===== config.mk =====
export PLATFORM = sky130hd
export DESIGN_NAME = qmult_seq
export DESIGN_NICKNAME = d
export VERILOG_FILES = /design/src/rtl/qmult_pkg.sv /design/src/rtl/qmult_round_sat.sv /design/src/rtl/qmult_seq.sv
export SDC_FILE = /design/constraint.sdc
export NUM_CORES = 1
export LEC_CHECK = 0
export CORE_MARGIN = 1.5
export CORE_UTILIZATION = 60
export CTS_BUF_LIST = sky130_fd_sc_hd__clkbuf_8
export DETAILED_ROUTE_END_ITERATION = 10
export PLACE_DENSITY_LB_ADDON = 0.12
export SETUP_SLACK_MARGIN = 0.4
export SLEW_MARGIN = 20
export SYNTH_ARGS = -nofsm -noshare
export SYNTH_HDL_FRONTEND = slang
export SYNTH_SLANG_ARGS = --single-unit

===== constraint.sdc =====
create_clock -name clk -period 6.5 [get_ports clk]
set_clock_uncertainty 0.2 [all_clocks]
set_input_delay 1.625 -clock clk [delete_from_list [all_inputs] [get_ports clk]]
set_output_delay 1.625 -clock clk [all_outputs]
set_load 0.05 [all_outputs]

===== src/rtl/qmult_pkg.sv =====
// Shared types for the sequential sign-magnitude Q-format multiplier:
// FSM state encoding and the iteration-counter width derived from N.
package qmult_pkg;

    typedef enum logic [1:0] {
        ST_IDLE = 2'd0,
        ST_BUSY = 2'd1,
        ST_DONE = 2'd2
    } state_t;

    // Counter must index multiplier magnitude bits 0..n-2.
    function automatic int cnt_width(input int n);
        return (n <= 2) ? 1 : $clog2(n - 1);
    endfunction

    localparam int DEFAULT_N     = 32;
    localparam int DEFAULT_CNT_W = cnt_width(DEFAULT_N);

endpackage


===== src/rtl/qmult_round_sat.sv =====
// Combinational result stage: optional rounding (QMULT_SEQ_ROUND_EN),
// overflow detection, saturation and negative-zero suppression.
module qmult_round_sat
    import qmult_pkg::*;
#(
    parameter int Q   = 15,
    parameter int N   = 32,
    parameter int SAT = 1
) (
    input  logic [2*N-3:0] acc,
    input  logic           sign,
    output logic [N-1:0]   result,
    output logic           ovr
);

    logic [N-2:0] mag_trunc;
    logic         hi_set;
    logic [N-1:0] mag_sum;
    logic [N-2:0] mag;
    logic         unused_low;

    assign mag_trunc  = acc[N-2+Q:Q];
    assign hi_set     = |acc[2*N-3:N-1+Q];
    assign unused_low = ^acc[Q-1:0];

`ifdef QMULT_SEQ_ROUND_EN
    // Adding the first discarded bit rounds ties away from zero on the magnitude.
    assign mag_sum = {1'b0, mag_trunc} + {{(N-1){1'b0}}, acc[Q-1]};
`else
    assign mag_sum = {1'b0, mag_trunc};
`endif

    assign ovr = hi_set | mag_sum[N-1];

    always_comb begin
        mag = mag_sum[N-2:0];
        if (SAT != 0 && ovr) begin
            mag = '1;
        end
        result = {sign & (|mag), mag};
    end

endmodule


===== src/rtl/qmult_seq.sv =====
// Sequential shift-add sign-magnitude Q-format multiplier (IDLE->BUSY->DONE).
// Define QMULT_SEQ_ROUND_EN for round-to-nearest instead of truncation.
module qmult_seq
    import qmult_pkg::*;
#(
    parameter int Q   = 15,
    parameter int N   = 32,
    parameter int SAT = 1
) (
    input  logic         clk,
    input  logic         rst,
    input  logic         i_start,
    input  logic [N-1:0] i_multiplicand,
    input  logic [N-1:0] i_multiplier,
    output logic         o_busy,
    output logic         o_done,
    output logic [N-1:0] o_result,
    output logic         o_ovr,
    output state_t       o_state
);

    localparam int CW = cnt_width(N);
    localparam int AW = 2*N - 2;

    state_t        state, state_next;
    logic [CW-1:0] cnt;
    logic [AW-1:0] acc, acc_next, mcand_sh;
    logic [N-2:0]  mplr;
    logic          sign;
    logic          last_step;
    logic [N-1:0]  rs_result;
    logic          rs_ovr;

    assign last_step = (cnt == CW'(N - 2));
    assign acc_next  = acc + (mplr[0] ? mcand_sh : '0);

    always_comb begin
        state_next = state;
        case (state)
            ST_IDLE: if (i_start)   state_next = ST_BUSY;
            ST_BUSY: if (last_step) state_next = ST_DONE;
            ST_DONE:                state_next = ST_IDLE;
            default:                state_next = ST_IDLE;
        endcase
    end

    assign o_busy  = (state == ST_BUSY);
    assign o_done  = (state == ST_DONE);
    assign o_state = state;

    // The final step's sum is resolved combinationally so the result lands on the edge entering DONE.
    qmult_round_sat #(.Q(Q), .N(N), .SAT(SAT)) u_round_sat (
        .acc    (acc_next),
        .sign   (sign),
        .result (rs_result),
        .ovr    (rs_ovr)
    );

    always_ff @(posedge clk or negedge rst) begin
        if (!rst) begin
            state    <= ST_IDLE;
            cnt      <= '0;
            acc      <= '0;
            mcand_sh <= '0;
            mplr     <= '0;
            sign     <= 1'b0;
            o_result <= '0;
            o_ovr    <= 1'b0;
        end else begin
            state <= state_next;
            case (state)
                ST_IDLE: begin
                    if (i_start) begin
                        mcand_sh <= {{(N-1){1'b0}}, i_multiplicand[N-2:0]};
                        mplr     <= i_multiplier[N-2:0];
                        sign     <= i_multiplicand[N-1] ^ i_multiplier[N-1];
                        acc      <= '0;
                        cnt      <= '0;
                    end
                end
                ST_BUSY: begin
                    acc      <= acc_next;
                    mcand_sh <= mcand_sh << 1;
                    mplr     <= mplr >> 1;
                    cnt      <= cnt + CW'(1);
                    if (last_step) begin
                        o_result <= rs_result;
                        o_ovr    <= rs_ovr;
                    end
                end
                default: ;
            endcase
        end
    end

endmodule


## Word level (Yosys, flattened, before mapping)

Cells that the tools add are included.

| operators by class | value |
|---|---|
| multiplexer cells | 13 |
| bitwise logic cells | 2 |
| add/subtract/negate cells | 2 |
| eq/ne operators | 5 |
| reductions and logical operators | 8 |

Operators by type and width:

| cell | number |
|---|---|
| case mux 62 bit (2 select lines) | 2 |
| 2-to-1 mux 62 bit | 3 |
| adder 62 bit | 1 |
| 2-to-1 mux 31 bit | 2 |
| case mux 31 bit (2 select lines) | 1 |
| OR reduction 31 bit | 1 |
| OR reduction 16 bit | 1 |
| case mux 5 bit (2 select lines) | 1 |
| AND reduction 2 bit | 4 |
| adder 5 x 1 -> 5 bit (second input constant) | 1 |
| == test 5 bit (second input constant) | 1 |
| 2-to-1 mux 5 bit | 1 |
| 2-to-1 mux 2 bit | 2 |
| case mux 2 bit (2 select lines) | 1 |
| == test 2 x 1 -> 1 bit (second input constant) | 1 |
| == test 2 bit (second input constant) | 1 |
| logical NOT 2 bit | 1 |
| != test 2 x 1 -> 1 bit (second input constant) | 1 |
| != test 2 bit (second input constant) | 1 |
| nonzero test 2 bit | 1 |
| bitwise AND 1 bit | 1 |
| bitwise XOR 1 bit | 1 |

| storage, ports and cells | value |
|---|---|
| bits of input ports | 67 |
| word-level logic and storage cells | 38 |
| output and inout port bits | 37 |
| bits in registers | 196 |

## Longest topological paths before layout

Gate-level depths: netlist of the first run.

| depth | value |
|---|---|
| word-level depth | 6 |
| depth in mapped cells | 17 |
| mapped depth without buffers | 14 |

## Cells and area by module

From an unflattened synthesis of the first run, not the netlist that was laid out.

| unflattened totals | value |
|---|---|
| cell total of the unflattened synthesis | 1,312 |
| area total of the unflattened synthesis | 12,314.3 µm² |

Modules (own cells, without submodules):

| module | sequential area each (µm²) | cells each | area each (µm²) | times used |
|---|---|---|---|---|
| qmult_seq | 4,904.7 | 1,262 | 12,005.3 | 1 |
| qmult_round_sat | 0.0 | 50 | 309.0 | 1 |

## Worst setup path after synthesis of the first run

Ideal clock, no wire load.

| timing | value |
|---|---|
| path kind | flip-flop to flip-flop |
| from | reg mplr[0] |
| to | reg o_result[26] |
| data arrival time | 4,204 ps |
| slack | 1,951 ps |
| setup time | 145 ps |
| cell stages (with the launch flop) | 18 |
| clock period less this slack | 4,549 ps |
| required time | 6,155 ps |
| buffers on the path | 3 |
| cells stage by stage | dfrtp_1 > clkbuf_1 > clkbuf_1 > and2_1 > ha_1 > inv_1 > fa_1 > nor2b_1 > o2111a_1 > o21ai_1 > a2111oi_2 > o21ai_1 > o41ai_1 > xor2_1 > or4_1 > nor4_4 > buf_6 > a21oi_2 |

| between the ends | value |
|---|---|
| word-level cells in the longest chain between the ends | 4 |

Ends and longest elaborated chain:

| item | line | source |
|---|---|---|
| start, declared | qmult_seq.sv:28 | `logic [N-2:0] mplr;` |
| start signal, assigned | qmult_seq.sv:75 | `mplr <= i_multiplier[N-2:0];` |
| start signal, assigned | qmult_seq.sv:84 | `mplr <= mplr >> 1;` |
| 2-to-1 mux 62 bit * | qmult_seq.sv:35 | `assign acc_next = acc + (mplr[0] ? mcand_sh : '0);` |
| adder 62 bit * | qmult_seq.sv:35 |  |
| OR reduction 16 bit | qmult_round_sat.sv:23 | `assign hi_set = \|acc[2*N-3:N-1+Q];` |
| 2-to-1 mux 31 bit * | qmult_round_sat.sv:37 | `if (SAT != 0 && ovr) begin` |
| end signal, assigned | qmult_seq.sv:87 | `o_result <= rs_result;` |
| end, declared | qmult_seq.sv:17 | `output logic [N-1:0] o_result,` |

Every way passes the cells marked *; elsewhere a longest branch is shown, timed or not.
A chain may end at the register's enable or synchronous reset.

## Final worst setup path of the first run

| timing | value |
|---|---|
| from | reg mplr[0] |
| to | reg o_result[30] |

Same word-level chain as after synthesis.

==> flow_metrics.py, run 1 <==
metrics = {
    "status": {
        "status": "finished, final reports clean",
    },
    "floorplan": {
        "design.core.area_um2": 21800,
        "die_w_um": 152,
        "start_util_pct": 61.0,
        "die_area_um2": 23100,
        "io_pins": 104,
        "rows": 54,
        "die_h_um": 152,
    },
    "pwr": {
        "power_density_nw_per_um2": 407,
        "total_power_mw": 6.00,
        "clkPwrFrac_pct": 13.3,
        "p_leak_nw": 6.33,
        "power_frac_comb_pct": 52.0,
        "power_frac_seq_pct": 34.7,
        "vdd_drop_max_v": 0.000236,
        "p_switching_mw": 2.86,
        "p_int_mw": 3.13,
        "swShare_pct": 47.7,
    },
    "setup_path": {
        "cp.required_ps": 6640,
        "cp-start-kind": "register",
        "r2r-start": "mplr[0]$_DFFE_PN0P_",
        "worst_ep_arrival_time_ps": 5510,
        "critPathCaptureType": "register",
        "crit_slowest_cell": "a2111oi_2",
        "rrSetupSlack_ps": 1130,
        "endpoint": "o_result[30]$_DFFE_PN0P_",
        "worstPathCellList": "buf_4 -> and2_1 -> ha_1 -> inv_1 -> fa_1 -> nor2b_1 -> o2111a_1 -> o21ai_1 -> a2111oi_2 -> o21ai_1 -> o41ai_1 -> xor2_1 -> or4_1 -> nor4_4 -> buf_4 -> a21oi_1",
        "path_class": "reg2reg",
        "crit_fanout": 35,
        "max_stage_delay_ps": 680,
        "r2r-end": "o_result[30]$_DFFE_PN0P_",
        "r2r_cells": 16,
        "critPathLaunch": "mplr[0]$_DFFE_PN0P_",
    },
    "layout": {
        "layout_common_cells": "194 x dfrtp_1, 187 x nand2_1, 175 x o21ai_0, 145 x a21oi_1, 101 x clkdlybuf4s50_1",
        "areaGrowthSynthToFinish_pct": 10.8,
        "drive_gt1_share_pct": 7.36,
        "fin_nets": 1735,
        "utilization_pct": 67.6,
        "final_common_cell": "dfrtp_1",
        "finalNonFillerCells": 1897,
        "fillers": 1855,
        "num_antenna_cells": 0,
    },
    "cts": {
        "path_clk_slew_ps": 100,
        "cts_resized": 0,
        "cts-htree-levels": 4,
        "cts_tree": "done",
        "clk_latency_ps": 480,
        "cts_sinks": 196,
        "cts_hold_buf": 0,
        "cts_root_buf": "clkbuf_8",
        "cts_buffer_depth": 2,
        "cts_buffers": 17,
        "postCtsSetupBuffers": 0,
    },
    "yosys": {
        "yosysUniqueCellTypes": 77,
        "avgSynthCellArea_um2": 8.48,
        "yosysSeqAreaShare_pct": 36.8,
        "syn_nets": 1701,
        "synth_top_area_share_pct": 36.8,
        "synth_flop_cell": "dfrtp_1",
        "ys_ff_latch": 196,
        "synth_top_cell_by_area": "dfrtp_1",
        "synth_edf_count": 0,
        "synth.cell_area_um2": 13300,
        "yosys-top-cells-area": "dfrtp_1 37%, o21ai_0 6.6%, ha_1 5.9%",
        "netlist_instances": 1570,
        "async_reset_ff_share_pct": 100,
        "yosysWarnings": 0,
    },
    "grt": {
        "grt_pass1_vias": 11600,
        "grt_pass1_wl_um": 60800,
        "grt-ovfl-total": 0,
        "grt.total_usage_pct": 32.1,
        "antenna_found_initial": 0,
        "grt_max_degree": 104,
    },
    "place": {
        "hpwl_um": 27200,
        "place_congestion": 0.994,
        "placedCellCount": 1865,
        "io_buffers": 103,
    },
    "sta": {
        "rsz0062_at_grt": "no",
        "hold_viol": 0,
        "finalSetupViolCount": 0,
        "slew_violations": 0,
        "min_period_ps": 5370,
        "post-route-period-util_pct": 82.6,
        "holdWs_ps": 290,
        "max_slew_margin_pct": 26.8,
        "tightest_slew_ps": 1090,
        "finalSetupTns_ps": 0,
        "max_freq_mhz": 186,
    },
    "flow_run": {
        "max-cap-violations": 0,
    },
    "routing": {
        "wl_per_cell_um": 19.3,
        "num_vias": 12200,
        "dr.first_iter.drc_count": 1016,
        "ant_nets": 0,
        "drcViolationCount": 0,
        "routed_via_density": 6.42,
        "drt_wl_total_um": 36600,
        "drtPass1Iterations": 5,
    },
    "hold_path": {
        "hp-class": "reg2reg",
    },
}
flip-flops by register name, summed over array words and instances (netlist names):
| register | flops |
|---|---|
| acc | 62 |
| o_ovr | 1 |
| cnt | 5 |
| sign | 1 |
| o_state | 2 |
| o_result | 32 |
| mplr | 31 |
| mcand_sh | 62 |
logic make-up after synthesis:
| logic type | after synthesis | synth area share, % |
|---|---|---|
| AO/OA/AOI/OAI | 576 | 27.8 |
| buffers and inverters | 122 | 4.14 |
| multiplexers | 5 | 0.385 |
| AND/OR/NAND/NOR | 571 | 22.4 |
| XOR/XNOR | 36 | 2.37 |
| flip-flops | 196 | 36.8 |
| adder cells (fa/ha/maj) | 64 | 6.07 |
power groups by stage:
| stage | Sequential [mW] | Combinational, mW | Clock [mW] |
|---|---|---|---|
| after global routing | 2.15 | 3.39 | 0.853 |
| final | 2.08 | 3.12 | 0.798 |
| after CTS | 2.08 | 3.10 | 0.811 |
| after global placement | 2.08 | 3.03 | 0 |
| after floorplan | 2.35 | 1.95 | 0 |
| after detailed placement | 2.10 | 3.09 | 0 |
layer usage:
layer | up-vias | routed length, um | global-route usage, % | share of wire (%)
met5 | - | 0 | 0 | 0
met2 | 412 | 17200 | 51.1 | 47
met1 | 5899 | 16400 | 45.2 | 45
li1 | 5803 | - | - | -
met3 | 70 | 2110 | 4.82 | 5.8
met4 | 0 | 972 | 9.89 | 2.7
worst max-delay path, delay by kind of cell (launching register included):
| family | cells | cell delay [ps] |
|---|---|---|
| AO/OA/AOI/OAI | 6 | 1940 |
| XOR/XNOR | 1 | 150 |
| adder cells (fa/ha/maj) | 2 | 590 |
| buffers and inverters | 3 | 880 |
| flip-flops | 1 | 360 |
| AND/OR/NAND/NOR | 4 | 1110 |
area by class of cell:
cell class	instances	area [um^2]	area share, %
multi-input combinational	1252	7880	53.4
inverter	21	78.8	0.534
clock buffer	17	234	1.59
sequential	196	4910	33.3
tap	280	350	2.37
timing repair buffer	116	1140	7.73
clock inverter	15	166	1.13
synthesized netlist by cell type, types with 10 or more instances:
cell / count
and2_1: 66
buf_2: 17
o21a_1: 10
nor3_1: 24
nand2_1: 187
dfrtp_1: 196
and3_1: 11
nor2_1: 93
xnor2_1: 16
inv_1: 20
clkbuf_1: 72
xor2_1: 20
ha_1: 63
a22o_1: 41
nand2b_1: 10
a22oi_1: 33
and3b_1: 34
nor2b_1: 36
or2_2: 13
nand4_1: 39
or3_1: 17
a21oi_1: 145
a21o_1: 27
o211ai_1: 10
a21oi_2: 32
nand3_1: 17
o21ai_0: 175
stage by stage:
stage | instance area [um^2] | setup slack (ps)
floorplan | 13300 | 1950
global placement | 14400 | 1530
detailed placement | 14400 | 1260
CTS | 14800 | 1230
global route | 14800 | 826
finish | 14800 | 1130
worst min path at each step:
stage	from	end	slack [ps]	depth (start not counted)
after floorplan	sign$_DFFE_PN0P_	sign$_DFFE_PN0P_	250	2
after global placement	sign$_DFFE_PN0P_	sign$_DFFE_PN0P_	260	2
after detailed placement	acc[56]$_DFFE_PN0P_	acc[56]$_DFFE_PN0P_	270	1
after CTS	sign$_DFFE_PN0P_	sign$_DFFE_PN0P_	300	2
after global routing	acc[45]$_DFFE_PN0P_	acc[45]$_DFFE_PN0P_	330	2
final	sign$_DFFE_PN0P_	sign$_DFFE_PN0P_	290	2
Power figures use the tool's default switching activity.
==> inputs of run 2 (changes only) <==
==> constraint.sdc (replaced) <==
create_clock -name clk -period 5.3 [get_ports clk]
set_clock_uncertainty 0.2 [all_clocks]
set_input_delay 1.325 -clock clk [delete_from_list [all_inputs] [get_ports clk]]
set_output_delay 1.325 -clock clk [all_outputs]
set_load 0.05 [all_outputs]
==> run 2 against run 1 <==
Against the previous run:
- utilization is 0.78 points higher
- maximum frequency is 15% higher
- critical path depth is 1 higher
- wire length is 2.0% higher
- power is 24% higher
- global-route usage is 0.37 points higher
- die area stayed put
- via count is 0.34% higher
- highest routed layer unchanged
==> flow_metrics.py, run 2 (synthesis gave the netlist of run 1 again) <==
metrics = {
    "place": {
        "place_congestion": 0.984,
        "io_buffers": 103,
        "hpwl_um": 27700,
        "placed_area_um2": 14400,
        "pre_cts_ws_ps": 429,
    },
    "sta": {
        "slew_violations": 0,
        "hold_viol": 0,
        "timing.final.ws_setup_ps": 616,
        "finalSetupViolCount": 0,
        "min_period_ps": 4680,
        "max_slew_margin_pct": 34.6,
        "post-route-period-util_pct": 88.4,
        "rsz0062_at_grt": "no",
        "tightest_slew_ps": 979,
        "finalSetupTns_ps": 0,
        "max_freq_mhz": 214,
    },
    "hold_path": {
        "hp-class": "reg2reg",
        "hold_path_depth": 2,
    },
    "floorplan": {
        "start_util_pct": 61.0,
        "design.core.area_um2": 21800,
        "die_h_um": 152,
        "rows": 54,
        "die_w_um": 152,
        "die_area_um2": 23100,
        "io_pins": 104,
    },
    "cts": {
        "cts_sinks": 196,
        "cts_tree": "done",
        "cts-htree-levels": 4,
        "path_clk_slew_ps": 110,
        "cts_root_buf": "clkbuf_8",
        "clk_latency_ps": 490,
        "cts_buffers": 17,
        "cts_buffer_depth": 2,
        "cts_hold_buf": 0,
    },
    "routing": {
        "routed_via_density": 6.42,
        "drtPass1Iterations": 6,
        "dr.first_iter.drc_count": 975,
        "wl_per_cell_um": 19.6,
        "ant_nets": 0,
        "num_vias": 12200,
        "drt_wl_total_um": 37300,
        "drcViolationCount": 0,
    },
    "layout": {
        "top_regs": "acc (62), mcand_sh (62), o_result (32)",
        "fillers": 1844,
        "layout_common_cells": "194 x dfrtp_1, 187 x nand2_1, 174 x o21ai_0, 145 x a21oi_1, 100 x clkdlybuf4s50_1",
        "final_common_cell": "dfrtp_1",
        "num_antenna_cells": 0,
        "areaGrowthSynthToFinish_pct": 12.1,
        "final_cell_area_um2": 14900,
        "fin_nets": 1744,
        "drive_gt1_share_pct": 8.37,
    },
    "setup_path": {
        "worst_ep_arrival_time_ps": 4840,
        "cp-start-kind": "register",
        "cp.required_ps": 5460,
        "rrSetupSlack_ps": 620,
        "crit_slowest_cell": "or4_1",
        "worstPathCellList": "buf_6 -> and2_1 -> ha_1 -> inv_1 -> fa_1 -> nor2b_2 -> o2111a_2 -> o21ai_1 -> a2111oi_4 -> o21ai_2 -> o41ai_2 -> xor2_1 -> or4_1 -> nor4_4 -> buf_4 -> clkbuf_16 -> a21oi_2",
        "max_stage_delay_ps": 530,
        "critPathCaptureType": "register",
        "path_class": "reg2reg",
        "r2r_cells": 17,
        "crit_fanout": 29,
    },
    "grt": {
        "grt.total_usage_pct": 32.4,
        "grt_pass1_vias": 11600,
        "grt_pass1_wl_um": 61300,
        "antenna_found_initial": 0,
        "grt-ovfl-total": 0,
        "grt_max_degree": 109,
    },
    "pwr": {
        "vdd_drop_max_v": 0.000279,
        "p_leak_nw": 6.38,
        "power_density_nw_per_um2": 498,
    },
    "status": {
        "status": "finished, final reports clean",
    },
    "flow_run": {
        "max-cap-violations": 0,
    },
}
-- run 2: critical path, delay by kind of cell (launching register included) --
family,cells,cell delay (ps)
simple gates,4,1090
compound gates,6,1380
buf+inv,4,700
flops,1,390
xor+xnor,1,140
fa+ha+maj,2,640
-- run 2: report_power, final --
part | switching (mW) | internal [mW]
Combinational | 2.45 | 1.39
Sequential | 0.447 | 2.11
Clock | 0.618 | 0.410
Total | 3.52 | 3.91
-- run 2: through the flow --
step                power [mW]  cells  hold slack, ps  utilization [%]
floorplan                 5.27   1570             250                -
global placement          6.27   1871             267             66.1
detailed placement        6.37   1871             271             66.1
CTS                       7.40   1902             294             68.0
global route              7.92   1905             314             68.4
finish                    7.43   1905             286             68.4
-- run 2: path summary, 6_finish.rpt --
check | to | start
min reg2reg | sign$_DFFE_PN0P_ | sign$_DFFE_PN0P_
max reg2reg | o_result[3]$_DFFE_PN0P_ | mplr[0]$_DFFE_PN0P_
min | sign$_DFFE_PN0P_ | sign$_DFFE_PN0P_
max in group asynchronous | acc[61]$_DFFE_PN0P_ | rst
min in group asynchronous | o_result[19]$_DFFE_PN0P_ | rst
max | o_result[3]$_DFFE_PN0P_ | mplr[0]$_DFFE_PN0P_
-- run 2: timing repair --
item,4_1_cts,5_1_grt
setup buffers,0,2
gates cloned,0,1
setup endpoints to repair,33,33
pin swaps,0,2
gates resized for setup,1,13
-- run 2: routing by layer --
metal  up-vias  wire length (um)  part of all wire [%]  track usage, %
met3        79              2220                   6.0            5.19
met4         0              1100                   2.9            10.2
met1      5894             16600                    45            45.6
met2       428             17400                    47            51.5
met5         -                 0                     0               0
li1       5824                 -                     -               -
-- run 2: final cells by class --
class,instances,area [um^2],area share [%]
Tap cell,280,350,2.35
Sequential cell,196,4910,32.9
Timing Repair Buffer,125,1250,8.38
Multi-Input combinational cell,1252,7920,53.1
Clock inverter,13,165,1.11
Inverter,21,78.8,0.528
Clock buffer,18,248,1.66
